File: src/rtl/flop_arbiter.sv
// Arbiter that lets N requesters share one W-bit register, each winner holding it for HOLD cycles.
// Define FLOP_ARB_RR_EN for round-robin selection; otherwise the lowest requesting index wins.
module flop_arbiter #(
    parameter int unsigned N    = 4,
    parameter int unsigned W    = 4,
    parameter int unsigned HOLD = 2
) (
    input  logic                 clk,
    input  logic                 reset_n,
    input  logic [N-1:0]         req,
    input  logic [N*W-1:0]       d_flat,
    output logic [N-1:0]         gnt,
    output logic [W-1:0]         q,
    output logic [$clog2(N)-1:0] owner,
    output logic                 valid,
    output logic                 busy
);

    localparam int unsigned OwnW = $clog2(N);
    localparam int unsigned CntW = (HOLD > 1) ? $clog2(HOLD) : 1;

    typedef enum logic [0:0] {StIdle, StHold} state_e;

    state_e          state_q, state_d;
    logic [CntW-1:0] cnt_q, cnt_d;
    logic [N-1:0]    gnt_q, gnt_d;
    logic [W-1:0]    q_q, q_d;
    logic [OwnW-1:0] owner_q, owner_d;
    logic            valid_q, valid_d;
    logic [OwnW-1:0] win_idx;

`ifdef FLOP_ARB_RR_EN
    logic [OwnW-1:0] ptr_q, ptr_d;

    // Descending scan so the candidate closest to the pointer is assigned last.
    always_comb begin
        win_idx = '0;
        for (int i = N - 1; i >= 0; i--) begin
            if (req[(int'(ptr_q) + i) % N]) begin
                win_idx = OwnW'((int'(ptr_q) + i) % N);
            end
        end
    end
`else
    always_comb begin
        win_idx = '0;
        for (int i = N - 1; i >= 0; i--) begin
            if (req[i]) begin
                win_idx = OwnW'(i);
            end
        end
    end
`endif

    always_comb begin
        state_d = state_q;
        cnt_d   = cnt_q;
        gnt_d   = gnt_q;
        q_d     = q_q;
        owner_d = owner_q;
        valid_d = valid_q;
`ifdef FLOP_ARB_RR_EN
        ptr_d   = ptr_q;
`endif
        unique case (state_q)
            StIdle: begin
                if (req != '0) begin
                    q_d            = d_flat[win_idx*W +: W];
                    gnt_d          = '0;
                    gnt_d[win_idx] = 1'b1;
                    owner_d        = win_idx;
                    valid_d        = 1'b1;
                    cnt_d          = CntW'(HOLD - 1);
                    state_d        = StHold;
`ifdef FLOP_ARB_RR_EN
                    ptr_d          = OwnW'((int'(win_idx) + 1) % N);
`endif
                end
            end
            StHold: begin
                if (cnt_q != '0) begin
                    cnt_d = cnt_q - 1'b1;
                end else begin
                    gnt_d   = '0;
                    valid_d = 1'b0;
                    state_d = StIdle;
                end
            end
            default: state_d = StIdle;
        endcase
    end

    always_ff @(posedge clk or negedge reset_n) begin
        if (!reset_n) begin
            state_q <= StIdle;
            cnt_q   <= '0;
            gnt_q   <= '0;
            q_q     <= '0;
            owner_q <= '0;
            valid_q <= 1'b0;
`ifdef FLOP_ARB_RR_EN
            ptr_q   <= '0;
`endif
        end else begin
            state_q <= state_d;
            cnt_q   <= cnt_d;
            gnt_q   <= gnt_d;
            q_q     <= q_d;
            owner_q <= owner_d;
            valid_q <= valid_d;
`ifdef FLOP_ARB_RR_EN
            ptr_q   <= ptr_d;
`endif
        end
    end

    assign gnt   = gnt_q;
    assign q     = q_q;
    assign owner = owner_q;
    assign valid = valid_q;
    assign busy  = (state_q == StHold);

endmodule

File: config.mk
export PLATFORM = sky130hd
export DESIGN_NAME = flop_arbiter
export DESIGN_NICKNAME = d
export VERILOG_FILES = /design/src/rtl/flop_arbiter.sv
export SDC_FILE = /design/constraint.sdc
export NUM_CORES = 1
export LEC_CHECK = 0
export ABC_AREA = 1
export BUFFER_PORTS_ARGS = -buffer_cell sky130_fd_sc_hd__buf_2
export CAP_MARGIN = 15
export CORE_MARGIN = 3
export CORE_UTILIZATION = 48
export DETAILED_ROUTE_END_ITERATION = 10
export PLACE_DENSITY_LB_ADDON = 0.12
export SLEW_MARGIN = 40
export SYNTH_ARGS = -nofsm -noshare
export SYNTH_HDL_FRONTEND = slang
export SYNTH_SLANG_ARGS = --single-unit
File: constraint.sdc
create_clock -name clk -period 2.7 [get_ports clk]
set_input_delay 0.27 -clock clk [delete_from_list [all_inputs] [get_ports clk]]
set_output_delay 0.27 -clock clk [all_outputs]
set_load 0.05 [all_outputs]
==> reports/results.ini <==
[global_routing]
grt_use_met1_pct=25.31
grt.overflow.total=0
grt_usage_pct=17.14
antenna_found_initial=0
grt_max_degree=14
grt_first_pass_wirelength_um=2546
grt_use_met2_pct=23.12
grt_busiest_layer=met1
grt_pass1_vias=589
met3_usage_pct=1.186

[clock_tree]
clk_latency_ns=0.28
clk_path_buf_depth=2
cts_max_level=1
clkTransAtPathRegs_ns=0.08
cts_resized=0
clock_sinks=13
numCtsBuffers=3
root_buffer=clkbuf_4
cts_tree=yes

[sta]
rsz0062_at_grt=false
max_slew_margin_pct=80.43
post-route-period-util_pct=45.85
fmaxAchievable_mhz=807.8
finalWorstSetupSlack_ns=1.462
setup-tns-final_ns=0
hold_viol=0
fin_skew_ns=0.0009198
setup_viol=0
period_minus_slack_ns=1.238
tightest_slew_ns=0.2924
drv_slew=0

[floorplanning]
num_io_pins=34
core_um2=1383
dieArea_um2=2078
start_util_pct=54.39
core.rowCount=13
die_w_um=45.58
dieHeight_um=45.58

[setup_path]
crit_path_max_fanout=4
worst_r2r_endpoint=q[0]
critPathMaxStageDelay_ns=0.41
cp-start-kind=register
path_buf_inv=1
crit_family=flip-flops
worstSetupPathType=reg2out
r2r_cells=6
cp_cell_sequence=buf_2
cp.depth=1
cp-end-kind=primary output
cp.arrival_ns=0.97
r2r-start=busy
crit_start=busy
crit_path_end=busy
worst_path_max_delay_cell=dfrtp_1
regToRegSetupSlack_ns=1.63
critPathRequiredTime_ns=2.43

[synthesis]
syn_area_um2=752.0
syn_inst=97
synth_fp_nets=119
avgSynthCellArea_um2=7.752
ys_seq_area_share_pct=43.26
synth.distinct_cells=16
ys_seq_elements=13
yosysWarnings=0

[final_layout]
final_cell_mix=33 x buf_2, 18 x nand2_1, 16 x nand3_1, 13 x nor2_1, 13 x dfrtp_1
final_common_cell=buf_2
drive_gt1_share_pct=37.31
fillers=114
insertedDiodeCount=0
nNetsFinal=157
area_growth_pct=27.79
instances_no_fill=149
fin_util_pct=69.50

[flow_run]
cap_violations=0

[hold_path]
hp-class=in2reg

[route]
drc=0
via_count=749
drt_iter0_drc=12
viasPerCell=5.027
drt_pass1_iterations=4
ant_nets=0
wire_per_inst_um=10.68
wirelength_um=1592

[place]
place_ws_ns=1.419
hpwl_um=1280
place_congestion=0.7593
placedCellCount=144
port_buffers=33

[pwr]
ir_drop_uv=436.2
power_density_nw_per_um2=1097
leakage_nw=0.5367

[outcome]
outcome=completed

## per-layer routing
metal / vias to the layer above / share of wire [%] / wire length, um
met1: 315 / 46 / 732
met3: 5 / 10 / 162
met4: 0 / 3.3 / 52
li1: 385 / - / -
met2: 44 / 40 / 644
met5: - / 0 / 0
## synth_stat cells
master / instances / area, um2
buf_6: 1 / 11.26
o21ai_1: 6 / 30.03
nor2_4: 1 / 11.26
nor2_1: 13 / 48.80
o21ai_2: 1 / 8.760
o21ai_0: 2 / 10.01
inv_1: 10 / 37.54
nand2_8: 1 / 20.02
dfrtp_1: 13 / 325.3
inv_2: 5 / 18.77
nand2_1: 18 / 67.56
nand2_4: 2 / 22.52
nand2_2: 3 / 18.77
nand4_1: 4 / 25.02
clkinv_8: 1 / 16.27
nand3_1: 16 / 80.08
## state kept, by name (all words and copies together), names as in the netlist
signal  flops
busy        1
q           4
gnt         4
cnt_q       1
valid       1
owner       2
## where the power goes
| part | internal, mW | switching, mW | total (mW) |
|---|---|---|---|
| clock | 0.0574 | 0.0657 | 0.123 |
| sequential | 0.278 | 0.0477 | 0.326 |
| combinational | 0.147 | 0.458 | 0.605 |
| total | 0.483 | 0.571 | 1.05 |
## metrics by stage
stage / total power, mW / hold WS, ns / instance area [um2]
2_1_floorplan: 0.7997 / -0.02559 / 752.0
3_3_place_gp: 0.9302 / 0.1646 / 924.6
3_5_place_dp: 0.9397 / 0.1702 / 924.6
4_1_cts: 1.065 / 0.2988 / 960.9
5_1_grt: 1.118 / 0.3272 / 960.9
6_report: 1.054 / 0.3067 / 960.9
## worst min-delay path by stage
stage	slack [ns]	from	depth (start not counted)	end
2_1_floorplan	-0.03	reset_n	0	busy
3_3_place_gp	0.16	reset_n	1	valid
3_5_place_dp	0.17	reset_n	1	valid
4_1_cts	0.30	req[2]	3	gnt[2]
5_1_grt	0.33	req[1]	3	gnt[1]
6_report	0.31	req[2]	3	gnt[2]
## area by class of cell
cell class | instances | area (um2) | share of cell area (%)
Sequential cell | 13 | 325.3 | 33.85
Timing Repair Buffer | 34 | 175.2 | 18.23
Tap cell | 15 | 18.77 | 1.953
Inverter | 16 | 72.57 | 7.552
Multi-Input combinational cell | 67 | 342.8 | 35.68
Clock buffer | 4 | 26.28 | 2.734
## timing repair
action / 4_1_cts / 5_1_grt
hold endpoints to repair: 13 / 0
endpoints found under the setup margin: 0 / 0
buffers inserted: 0 / 0
hold buffers: 1 / 0
## kinds of logic (layout without fill, tap and decap cells)
family	Yosys count	in the layout	synth area share (%)
AOI/OAI and AO/OA	9	9	6.490
buffers and inverters	17	54	11.15
DFF	13	13	43.26
and+or+nand+nor	58	58	39.10
Power figures use the tool's default switching activity.
